**config.mk**
```make
export PLATFORM = sky130hd
export DESIGN_NAME = fetch_sequencer
export DESIGN_NICKNAME = d
export VERILOG_FILES = /design/src/rtl/fetch_sequencer_pkg.sv /design/src/rtl/fetch_sequencer.sv
export SDC_FILE = /design/constraint.sdc
export NUM_CORES = 1
export LEC_CHECK = 0
export CAP_MARGIN = 40
export CORE_MARGIN = 5
export CORE_UTILIZATION = 41
export DETAILED_ROUTE_END_ITERATION = 10
export HOLD_SLACK_MARGIN = 0.02
export PLACE_DENSITY_LB_ADDON = 0.2
export SLEW_MARGIN = 20
export SYNTH_ARGS = -nofsm -noshare
export SYNTH_HDL_FRONTEND = slang
export SYNTH_SLANG_ARGS = --single-unit
```
**constraint.sdc**
```tcl
create_clock -name clock -period 1.74 [get_ports clock]
set_clock_uncertainty 0.1 [all_clocks]
set_input_delay 0.348 -clock clock [delete_from_list [all_inputs] [get_ports clock]]
set_output_delay 0.348 -clock clock [all_outputs]
set_load 0.005 [all_outputs]
```
**src/rtl/fetch_sequencer_pkg.sv**
```systemverilog
// Shared types and constants for the instruction fetch sequencer.
package fetch_pkg;

    // Default sequential PC increment (one 32-bit instruction).
    localparam int unsigned PC_STEP_DEFAULT = 4;

    // Fetch control states:
    // ISSUE - a request goes out this cycle (unless redirected)
    // WAIT  - one request outstanding, waiting for its response
    // HOLD  - output buffer full, waiting for decode to accept
    // DRAIN - a squashed request is still outstanding; its response is dropped
    typedef enum logic [1:0] {
        ISSUE = 2'd0,
        WAIT  = 2'd1,
        HOLD  = 2'd2,
        DRAIN = 2'd3
    } fetch_state_e;

endpackage

```
**src/rtl/fetch_sequencer.sv**
```systemverilog
// Instruction fetch sequencer: owns the fetch PC, keeps a single request in
// flight to instruction memory and hands each returned instruction to decode
// through a one-entry valid/ready buffer. Redirects from execute squash any
// in-flight or buffered instruction.
module fetch_sequencer
    import fetch_pkg::*;
#(
    parameter int unsigned ADDRESS_BITS = 16,
    parameter int unsigned DATA_WIDTH   = 32,
    parameter int unsigned RESET_PC     = 0,
    parameter int unsigned PC_STEP      = PC_STEP_DEFAULT
) (
    input  logic                    clock,
    input  logic                    reset,
    input  logic                    redirect_valid,
    input  logic [ADDRESS_BITS-1:0] redirect_PC,
    output logic                    imem_req,
    output logic [ADDRESS_BITS-1:0] imem_addr,
    input  logic                    imem_rvalid,
    input  logic [DATA_WIDTH-1:0]   imem_rdata,
    output logic                    inst_valid,
    output logic [DATA_WIDTH-1:0]   inst,
    output logic [ADDRESS_BITS-1:0] inst_PC,
    input  logic                    inst_ready,
    output logic [ADDRESS_BITS-1:0] PC
);

    fetch_state_e            state_q, state_d;
    logic [ADDRESS_BITS-1:0] pc_q, pc_d;
    logic [DATA_WIDTH-1:0]   inst_q, inst_d;
    logic [ADDRESS_BITS-1:0] inst_pc_q, inst_pc_d;
    logic                    inst_valid_q, inst_valid_d;

    // Register all fetch state; synchronous reset returns to a clean ISSUE.
    always_ff @(posedge clock) begin
        if (reset) begin
            state_q      <= ISSUE;
            pc_q         <= ADDRESS_BITS'(RESET_PC);
            inst_q       <= '0;
            inst_pc_q    <= '0;
            inst_valid_q <= 1'b0;
        end else begin
            state_q      <= state_d;
            pc_q         <= pc_d;
            inst_q       <= inst_d;
            inst_pc_q    <= inst_pc_d;
            inst_valid_q <= inst_valid_d;
        end
    end

    // Next-state logic; a redirect always takes priority over sequential
    // progress, and stray responses outside WAIT/DRAIN leave state untouched.
    always_comb begin
        state_d      = state_q;
        pc_d         = pc_q;
        inst_d       = inst_q;
        inst_pc_d    = inst_pc_q;
        inst_valid_d = inst_valid_q;

        unique case (state_q)
            ISSUE: begin
                if (redirect_valid) begin
                    pc_d = redirect_PC;
                end else begin
                    state_d = WAIT;
                end
            end
            WAIT: begin
                if (redirect_valid) begin
                    pc_d    = redirect_PC;
                    state_d = imem_rvalid ? ISSUE : DRAIN;
                end else if (imem_rvalid) begin
                    inst_d       = imem_rdata;
                    inst_pc_d    = pc_q;
                    inst_valid_d = 1'b1;
                    pc_d         = pc_q + ADDRESS_BITS'(PC_STEP);
                    state_d      = HOLD;
                end
            end
            DRAIN: begin
                if (redirect_valid) begin
                    pc_d = redirect_PC;
                end
                if (imem_rvalid) begin
                    state_d = ISSUE;
                end
            end
            HOLD: begin
                if (redirect_valid) begin
                    inst_valid_d = 1'b0;
                    pc_d         = redirect_PC;
                    state_d      = ISSUE;
                end else if (inst_ready) begin
                    inst_valid_d = 1'b0;
                    state_d      = ISSUE;
                end
            end
            default: begin
                state_d = ISSUE;
            end
        endcase
    end

    assign imem_req   = (state_q == ISSUE) && !redirect_valid && !reset;
    assign imem_addr  = pc_q;
    assign PC         = pc_q;
    assign inst_valid = inst_valid_q;
    assign inst       = inst_q;
    assign inst_PC    = inst_pc_q;

endmodule

```
Word level (Yosys, flattened, before mapping)
Cells that the tools add are included.
{"block": "op_classes", "addsub": 1, "mul": 0, "div": 0, "order_cmp": 0, "n_eq_ne": 10, "shifts": 0, "n_mux": 17, "n_bitwise": 1, "n_reduce_logical": 11}
{"operator": "16-bit two-way mux", "count": 3}
{"operator": "16-bit case mux with 2 select lines", "count": 1}
{"operator": "16-bit by 3-bit adder with 16-bit output, second input constant", "count": 1}
{"operator": "2-bit two-way mux", "count": 7}
{"operator": "2-bit != test, second input constant", "count": 4}
{"operator": "2-bit case mux with 4 select lines", "count": 1}
{"operator": "4-bit AND reduction", "count": 2}
{"operator": "3-bit != test, second input constant", "count": 2}
{"operator": "2-bit equality test, second input constant", "count": 2}
{"operator": "1-bit two-way mux", "count": 4}
{"operator": "3-bit AND reduction", "count": 1}
{"operator": "3-bit OR reduction", "count": 1}
{"operator": "2-bit by 1-bit equality test with 1-bit output, second input constant", "count": 1}
{"operator": "1-bit logical AND", "count": 2}
{"operator": "1-bit zero test", "count": 2}
{"operator": "2-bit zero test", "count": 1}
{"operator": "2-bit by 1-bit != test with 1-bit output, second input constant", "count": 1}
{"operator": "1-bit case mux with 2 select lines", "count": 1}
{"operator": "2-bit AND reduction", "count": 1}
{"operator": "2-bit nonzero test", "count": 1}
{"operator": "1-bit inverter", "count": 1}
{"block": "totals", "ff_bits": 67, "latch_bits": 0, "mem_bits_rw": 0, "mem_bits_ro": 0, "input_bits": 53, "output_inout_bits": 82, "mem_count": 0}

Longest topological paths before layout
Gate-level depths: netlist of the first run.
{"block": "logic_depth", "ltp_word": 4, "ltp_mapped": 7, "mapped_depth_nobuf": 5}

Least setup slack after synthesis of the first run
Ideal clock, no wire load.
{"block": "synth_timing", "path_kind": "register to register", "startpoint": "reg pc_q[2], in the netlist PC[2]", "endpoint": "reg pc_q[12], in the netlist PC[12]", "setup_ns": 0.132, "arrival_time_ns": 1.421, "required_ns": 1.508, "setup_slack_ns": 0.087, "path_stages_with_launch": 6, "n_path_buf": 0, "synth_period_minus_slack_ns": 1.653, "path_cell_list": "dfxtp_1 > ha_1 > nand3_2 > or2_1 > o311ai_1 > a21oi_1"}
{"block": "synth_via", "elab_chain_cells": 4}
{"item": "from (decl)", "line_no": "fetch_sequencer.sv:29", "source": "logic [ADDRESS_BITS-1:0] pc_q, pc_d;"}
{"item": "from (signal assigned)", "line_no": "fetch_sequencer.sv:38", "source": "pc_q <= ADDRESS_BITS'(RESET_PC);"}
{"item": "from (signal assigned)", "line_no": "fetch_sequencer.sv:44", "source": "pc_q <= pc_d;"}
{"item": "16-bit by 3-bit adder with 16-bit output", "line_no": "fetch_sequencer.sv:76", "source": "pc_d = pc_q + ADDRESS_BITS'(PC_STEP);"}
{"item": "16-bit two-way mux", "line_no": "fetch_sequencer.sv:72", "source": "end else if (imem_rvalid) begin"}
{"item": "16-bit two-way mux", "line_no": "fetch_sequencer.sv:69", "source": "if (redirect_valid) begin"}
{"item": "16-bit case mux with 2 select lines", "line_no": "fetch_sequencer.sv:60", "source": "unique case (state_q)"}
Every way passes these cells. The select of a mux whose other input is x is not followed.
A chain may end at the register's enable or synchronous reset.

Final worst setup path of the first run
{"block": "layout_timing", "startpoint": "reg pc_q[7], in the netlist PC[7]", "endpoint": "out imem_addr[7]"}
{"item": "to (decl)", "line_no": "fetch_sequencer.sv:18", "source": "output logic [ADDRESS_BITS-1:0] imem_addr,"}
No word-level cell between the ends.

==> results of run 1 <==
==> final timing paths <==
path | slack (ns) | cells after the start | endpoint | from
worst max register to register | 0.14 | 5 | PC[14]$_SDFFE_PP0P_ | PC[2]$_SDFFE_PP0P_
worst min-delay path | 0.35 | 2 | inst[15]$_SDFFE_PP0P_ | inst[15]$_SDFFE_PP0P_
worst min register to register | 0.35 | 2 | inst[15]$_SDFFE_PP0P_ | inst[15]$_SDFFE_PP0P_
worst max-delay path | 0.05 | 1 | imem_addr[7] | PC[7]$_SDFFE_PP0P_
==> cells in the mapped netlist (2+ instances only) <==
| cell | count |
|---|---|
| sky130_fd_sc_hd__nand2b_1 | 3 |
| sky130_fd_sc_hd__inv_1 | 5 |
| sky130_fd_sc_hd__nand3_2 | 3 |
| sky130_fd_sc_hd__buf_2 | 14 |
| sky130_fd_sc_hd__or3_1 | 3 |
| sky130_fd_sc_hd__nor3b_1 | 2 |
| sky130_fd_sc_hd__mux2i_1 | 6 |
| sky130_fd_sc_hd__buf_4 | 17 |
| sky130_fd_sc_hd__xnor2_1 | 2 |
| sky130_fd_sc_hd__clkbuf_1 | 7 |
| sky130_fd_sc_hd__a21oi_1 | 55 |
| sky130_fd_sc_hd__nor4_2 | 2 |
| sky130_fd_sc_hd__nand2_1 | 103 |
| sky130_fd_sc_hd__a311o_1 | 2 |
| sky130_fd_sc_hd__nor3_1 | 6 |
| sky130_fd_sc_hd__nor2_1 | 15 |
| sky130_fd_sc_hd__nand3b_1 | 2 |
| sky130_fd_sc_hd__a22oi_1 | 2 |
| sky130_fd_sc_hd__o21ai_0 | 5 |
| sky130_fd_sc_hd__nand3_1 | 4 |
| sky130_fd_sc_hd__dfxtp_1 | 67 |
| sky130_fd_sc_hd__a211oi_1 | 4 |
==> power by group <==
part	switching [mW]	internal, mW	leakage, nW
Combinational	0.207	0.329	1.00
Clock	0.583	0.954	0.113
Sequential	0.0526	1.59	0.552
==> flip-flops by register name, summed over array words and instances (netlist names) <==
name and flops:
inst 32, PC 16, inst_PC 16, state_q 2, inst_valid 1
==> layer usage <==
| metal | global-route usage | vias to the layer above |
|---|---|---|
| met3 | 0.05689 | 14 |
| met2 | 0.3038 | 96 |
| met4 | 0.08183 | 0 |
| met1 | 0.2351 | 1310 |
| li1 | - | 1444 |
| met5 | 0 | - |
==> kinds of logic after synthesis <==
logic type               count (synthesis)  synth area share
AND/OR/NAND/NOR                        154            0.2592
AO/OA/AOI/OAI                           79            0.1604
flip-flops                              67            0.4609
buffers and inverters                   45           0.08857
multiplexers                             6           0.02064
XOR/XNOR                                 2          0.006020
adder cells (fa/ha/maj)                  1          0.004299
==> area by class of cell <==
class | count | area [um^2] | area share
clock buffers | 10 | 127.6 | 0.02742
inverters | 5 | 18.77 | 0.004032
well taps | 96 | 120.1 | 0.02581
multi-input cells | 242 | 1326 | 0.2849
repair buffers | 160 | 1569 | 0.3371
clock inverters | 6 | 113.9 | 0.02446
flip-flops and latches | 67 | 1379 | 0.2962
==> worst reg2reg max path, delay by kind of cell (launching register included) <==
| kind | cells | cell delay [ns] |
|---|---|---|
| DFF | 1 | 0.34 |
| muxes | 1 | 0.22 |
| adders and majority gates | 1 | 0.22 |
| and+or+nand+nor | 2 | 0.50 |
| AOI/OAI and AO/OA | 1 | 0.10 |
==> timing repair <==
action                                  in CTS  in global routing
setup buffers                                0                  2
pin swaps                                    1                  1
endpoints found under the setup margin      27                 18
endpoints found under the hold margin        0                  0
resized for setup                           31                  9
==> stage by stage <==
step / setup WS [ns] / hold WS, ns / power, mW / TNS (ns)
5_1_grt: 0.008821 / 0.3699 / 3.881 / 0
3_3_place_gp: -0.4032 / 0.3383 / 2.200 / -15.01
3_5_place_dp: -0.4273 / 0.3464 / 2.210 / -18.56
4_1_cts: 0.004929 / 0.3480 / 3.751 / 0
2_1_floorplan: 0.08704 / 0.3482 / 1.885 / 0
6_report: 0.04871 / 0.3529 / 3.712 / 0
==> impl_results.rst, run 1 <==
.. list-table::
   :header-rows: 1

   * - Metric
     - Value
   * - Hold-fix buffer count after cts
     - 0
   * - Setup violations, final
     - 0
   * - DIE HEIGHT
     - 94.25 um
   * - Die Area
     - roughly 8900 um^2
   * - Core Region
     - about 7000 um^2
   * - Hold crit path type
     - reg -> reg
   * - Clock latency on the worst-skew pair
     - 0.33 ns
   * - Mapped Avg Cell Area
     - 8.221 um^2
   * - Deepest level of the CTS H-tree
     - 3
   * - Startpoint class of the critical path
     - register
   * - Kind of end point of the critical path
     - output port
   * - Root buffer cell
     - sky130_fd_sc_hd__clkbuf_8
   * - Total routing usage reported by global routing
     - 0.1897
   * - Number of antenna-violating nets in the routed design
     - 0
   * - Via count of the first global-routing pass
     - between 2k and 3k
   * - Met1 wire length
     - roughly 3700 um
   * - Total CTS buffers
     - 9
   * - Cell accounting for the most synthesized area
     - sky130_fd_sc_hd__dfxtp_1
   * - Met3 wire length
     - 652 um
   * - Vias after detailed routing
     - 2,864
   * - Sink count of the clock tree
     - 67
   * - Detailed router's first-iteration violation count
     - 142
   * - Power per standard cell area
     - 797.5 nW/um^2
   * - Primary flip-flop cell chosen by synthesis mapping
     - sky130_fd_sc_hd__dfxtp_1
   * - Top routing layer in use
     - met4
   * - Routed wire length on met2
     - 3889 um
   * - Pin count of the biggest net entering global routing
     - 45
   * - MaxCap Viol Count
     - 0
   * - Req. time, crit path
     - 1.29 ns
   * - Max Clk Rate
     - about 590 MHz
   * - WL final
     - 8347 um
   * - Area contributors post-synth
     - sky130_fd_sc_hd__dfxtp_1 (46%), sky130_fd_sc_hd__nand2_1 (13%), sky130_fd_sc_hd__a21oi_1 (9.5%)
   * - # DRC
     - 0
   * - Site Rows
     - 30
   * - Routability Congestion
     - 0.8050
   * - First-pass detailed-route iteration total
     - 4
   * - Leakage component of the power
     - between 1.5 and 2 nW
   * - Arrival time at the worst endpoint
     - between 1 and 1.5 ns
   * - Worst path bufs/invs
     - 1
   * - Wire length of the first global-routing pass
     - 13,350 um
   * - Unrepaired setup endpoints after global routing
     - no
   * - Category of the critical setup timing path
     - reg -> out
   * - Ys Warns
     - 0
   * - Die X-Extent
     - 94.25 um
   * - Final clock period utilization by the worst path
     - 0.9720
   * - Post-layout util
     - 0.6776
   * - Relative slew slack
     - 0.7857
   * - DR vias/cell
     - 4.887
   * - Final worst path period need
     - ~1.7 ns
   * - Number of placed instances with taps included
     - 568
   * - Post-synth top area share
     - 0.4609
   * - Post-detailed-route wirelength per cell
     - 14.24 um
   * - Post-CTS clock slew at the launch and capture registers of the worst setup and hold paths
     - roughly 0.070 ns
   * - Result of the run
     - complete, no violations
   * - Initial antenna violation count
     - 0
   * - Number of nets in the layout
     - between 500 and 600
   * - Number of unique standard cell types used by synthesis
     - 47
   * - Syn Inst Count
     - 354
   * - Slowest stage delay, CP
     - between 0.5 and 0.6 ns
   * - Pins Over Slew Limit
     - 0
   * - Number of enable-type register cells in the synthesized netlist
     - 0
   * - Leading cell types in the layout, fill and taps excluded
     - sky130_fd_sc_hd__clkdlybuf4s50_1 (124), sky130_fd_sc_hd__nand2_1 (102), sky130_fd_sc_hd__a21oi_1 (55)
   * - Critical path fanouts, max
     - 7
   * - Commonest non-fill, non-tap cell in the layout
     - sky130_fd_sc_hd__clkdlybuf4s50_1
   * - Clock tree from TritonCTS
     - done
   * - I/O pins
     - 135
   * - Area growth from synthesis to final layout
     - 59.93%
   * - Initial standard-cell utilization of the core
     - 0.4237
   * - Area of all placed cells without fillers
     - approximately 4700 um^2
   * - Flip-flop and latch count after synthesis
     - 67
   * - Fill cell total of the finished layout
     - roughly 590
   * - Sequential area share after synthesis
     - 0.4609
   * - Layout cells sized above 1
     - 0.1551
   * - Total overflow reported by the global router
     - 0
   * - Syn Nets
     - 408
   * - Number of buffers added on ports
     - approximately 130
   * - Placed wire-length estimate
     - 6188 um
   * - Critical path's slowest cell
     - sky130_fd_sc_hd__clkdlybuf4s50_1
   * - Number of hold violations in the final report
     - 0
   * - Fin cells
     - 586
   * - Post-synthesis cell area
     - 2910 um^2
   * - Number of diodes added for antenna fixing
     - 0
   * - Peak supply drop
     - 424.4 uV
   * - Maximum number of buffers from clock root to sink
     - 2
   * - Share of async-settable or async-resettable flops after synthesis
     - 0
   * - CP Cell Sequence
     - clkdlybuf4s50_1
   * - Cell type group with the largest total delay on the critical path
     - buffers and inverters
   * - Slew at the pin closest to its max-slew limit
     - between 0.3 and 0.4 ns
   * - Post-detailed-placement cell area
     - 4350 um^2
Note: power is estimated with default switching activity, not from simulation.
==> run 2, diff against run 1 <==
Settings changed: CORE_ASPECT_RATIO set to 2.
==> run 2 against run 1 <==
  * Hold slack lost 0.070 ns
  * Via count grew 0.73%
  * Sequential power is essentially flat
  * First-iteration DRC count grew 23%
  * Wire length grew 2.7%
==> impl_results.rst, run 2 (synthesis gave the netlist of run 1 again) <==
.. list-table::
   :header-rows: 1

   * - Metric
     - Value
   * - I/O pins
     - 135 (unchanged)
   * - DIE HEIGHT
     - 129.2 um (+37%)
   * - Total routing usage reported by global routing
     - 0.1898 (about the same)
   * - Post-CTS clock slew at the launch and capture registers of the worst setup and hold paths
     - 0.05 ns (-0.02 ns)
   * - Number of antenna-violating nets in the routed design
     - 0 (unchanged)
   * - Relative contribution of the clock network to total power
     - 0.448 (+0.034)
   * - Critical path fanouts, max
     - 8 (+1)
   * - Critical path's slowest cell
     - sky130_fd_sc_hd__clkdlybuf4s50_1
   * - Root buffer cell
     - sky130_fd_sc_hd__clkbuf_16
   * - Clock latency on the worst-skew pair
     - 0.32 ns (about the same)
   * - Number of cells on the worst reg-to-reg path
     - 5 (unchanged)
   * - Worst path bufs/invs
     - 1 (unchanged)
   * - Result of the run
     - complete, no violations
   * - Arrival time at the worst endpoint
     - 1.26 ns (+0.02 ns)
   * - DR vias/cell
     - 4.991 (+2.1%)
   * - MaxCap Viol Count
     - 0 (unchanged)
   * - Die X-Extent
     - 69.58 um (-26%)
   * - Deepest level of the CTS H-tree
     - 3 (unchanged)
   * - Number of buffers added on ports
     - 134 (unchanged)
   * - Sink count of the clock tree
     - 67 (unchanged)
   * - Slowest stage delay, CP
     - 0.53 ns (about the same)
   * - Die Area
     - 8986 um^2 (+1.2%)
   * - Peak supply drop
     - 886.6 uV (+110%)
   * - Share of power burned in registers
     - 0.415 (-0.027)
   * - Worst hold stages
     - 3 (+1)
   * - Clock tree from TritonCTS
     - done
   * - Tot Pwr
     - 3.965 mW (+6.8%)
   * - Area growth from synthesis to final layout
     - 62.21%
   * - Aggregate negative setup slack
     - 0 ns (unchanged)
   * - WL final
     - 8570 um (+2.7%)
   * - Req. time, crit path
     - 1.29 ns (about the same)
   * - Relative slew slack
     - 0.7479 (-0.03783)
   * - Site Rows
     - 43 (+43%)
   * - Number of diodes added for antenna fixing
     - 0 (unchanged)
   * - Total overflow reported by the global router
     - 0 (unchanged)
   * - Wire length of the first global-routing pass
     - 13,710 um (+2.7%)
   * - Hold-fix buffer count after cts
     - 0 (unchanged)
   * - Core Region
     - 6940 um^2 (+1.0%)
   * - Number of flip-flops under the largest register name
     - 32 (unchanged)
   * - # DRC
     - 0 (unchanged)
   * - Final worst path period need
     - 1.713 ns (+0.02154 ns)
   * - Initial antenna violation count
     - 0 (unchanged)
   * - Vias after detailed routing
     - 2,885 (+0.73%)
   * - Unrepaired setup endpoints after global routing
     - yes
   * - Detailed router's first-iteration violation count
     - 175 (+23%)
   * - Fill cell total of the finished layout
     - 575 (-1.7%)
   * - Setup violations, final
     - 0 (unchanged)
   * - Power per standard cell area
     - 840.0 nW/um^2 (+5.3%)
   * - Internal power contribution
     - 3.101 mW (+8.1%)
   * - Pins Over Slew Limit
     - 0 (unchanged)
   * - Maximum number of buffers from clock root to sink
     - 2 (unchanged)
   * - Switching power share of the total
     - 0.2179 (-0.009098)
   * - Number of nets in the layout
     - 538 (-0.19%)
   * - Placed wire-length estimate
     - 6157 um (-0.49%)
   * - Hold crit path type
     - in -> reg
   * - Initial standard-cell utilization of the core
     - 0.4193 (-0.004354)
   * - Max Clk Rate
     - 583.8 MHz (-1.3%)
   * - Final clock period utilization by the worst path
     - 0.9844 (+0.01238)
   * - Post-detailed-route wirelength per cell
     - 14.83 um (+4.1%)
   * - Total CTS buffers
     - 9 (unchanged)
   * - FF-to-FF setup slack
     - 0.09 ns (-0.05 ns)
   * - Category of the critical setup timing path
     - reg -> out
   * - Startpoint class of the critical path
     - register
   * - Number of hold violations in the final report
     - 0 (unchanged)
   * - Layout cells sized above 1
     - 0.1455 (-0.009610)
   * - NetSw
     - 0.8640 mW (+2.5%)
   * - Combinational fraction of design power
     - 0.137 (-0.007)
   * - Post-layout util
     - 0.6802 (+0.002591)
   * - Leading cell types in the layout, fill and taps excluded
     - sky130_fd_sc_hd__clkdlybuf4s50_1 (125), sky130_fd_sc_hd__nand2_1 (103), sky130_fd_sc_hd__a21oi_1 (55)
   * - CP Cell Sequence
     - clkdlybuf4s50_1
   * - First-pass detailed-route iteration total
     - 4 (unchanged)
   * - Path length in cells of the critical path
     - 1 (unchanged)
   * - Via count of the first global-routing pass
     - 2,837 (+0.75%)
   * - Buffer count from post-CTS setup fixing
     - 0 (unchanged)
   * - Kind of end point of the critical path
     - output port
   * - Cell type group with the largest total delay on the critical path
     - buffers and inverters
   * - Routability Congestion
     - 0.7984 (-0.82%)
   * - Slew at the pin closest to its max-slew limit
     - 0.3747 ns (+0.05622 ns)
   * - Leakage component of the power
     - 1.737 nW (+4.0%)
   * - Commonest non-fill, non-tap cell in the layout
     - sky130_fd_sc_hd__clkdlybuf4s50_1
   * - Pin count of the biggest net entering global routing
     - 72 (+60%)
[run 2: cell types whose count changed in the layout (fill, tap and decap cells not counted), moves of 3 or more]
cell | before | now
sky130_fd_sc_hd__clkbuf_8 | 9 | 2
sky130_fd_sc_hd__dlymetal6s2s_1 | 2 | 5
sky130_fd_sc_hd__dlygate4sd2_1 | 6 | 2
sky130_fd_sc_hd__dfxtp_2 | 9 | 12
sky130_fd_sc_hd__dfxtp_4 | 7 | 2
sky130_fd_sc_hd__clkbuf_16 | 0 | 9
sky130_fd_sc_hd__buf_4 | 21 | 18
[run 2: stage by stage]
| step | cells | setup WS, ns | area, um^2 | hold slack (ns) |
|---|---|---|---|---|
| floorplan | 354 | 0.08704 | 2910 | 0.3482 |
| global placement | 563 | -0.4033 | 4350 | 0.3399 |
| detailed placement | 563 | -0.4359 | 4350 | 0.3455 |
| CTS | 578 | -0.1052 | 4683 | 0.3530 |
| global route | 578 | -0.01566 | 4721 | 0.2958 |
| finish | 578 | 0.02717 | 4721 | 0.2824 |
[run 2: cell type report]
class	instances	area [um^2]	share of cell area
Inverter	5	18.77	0.003976
Sequential cell	67	1364	0.2889
Tap cell	90	112.6	0.02385
Clock buffer	13	260.3	0.05513
Multi-Input combinational cell	242	1349	0.2857
Clock inverter	2	35.03	0.007421
Timing Repair Buffer	159	1582	0.3350
[run 2: final timing paths]
kind / start / end
setup / recovery: PC[12]$_SDFFE_PP0P_ / imem_addr[12]
hold / removal: redirect_valid / state_q[0]$_SDFFE_PP0P_
setup reg to reg: PC[2]$_SDFFE_PP0P_ / PC[12]$_SDFFE_PP0P_
hold reg to reg: inst[26]$_SDFFE_PP0P_ / inst[26]$_SDFFE_PP0P_
[run 2: what timing repair did]
action	CTS	global route
setup endpoints to repair	70	65
resized for setup	22	15
pin swaps	0	2
[run 2: per-layer routing]
metal | up-vias | global-route usage | share of wire
met5 | - | 0 | 0
met3 | 15 | 0.04969 | 0.058
met1 | 1335 | 0.1936 | 0.37
met4 | 0 | 0.08861 | 0.024
li1 | 1443 | - | -
met2 | 92 | 0.3559 | 0.55
[run 2: power groups by stage]
stage                     registers [mW]  logic [mW]  clock network [mW]
after floorplan                     1.68       0.208                   0
after global placement              1.67       0.532                   0
after detailed placement            1.67       0.538                   0
after CTS                           1.65       0.548                1.81
after global routing                1.66       0.585                1.88
final                               1.65       0.542                1.78
==> run 3, diff against run 2 <==
Settings changed: HOLD_SLACK_MARGIN 0.02 to 0.03.
==> results of run 3 <==
The final DEF is identical to that of run 2; final timing and power are the same.
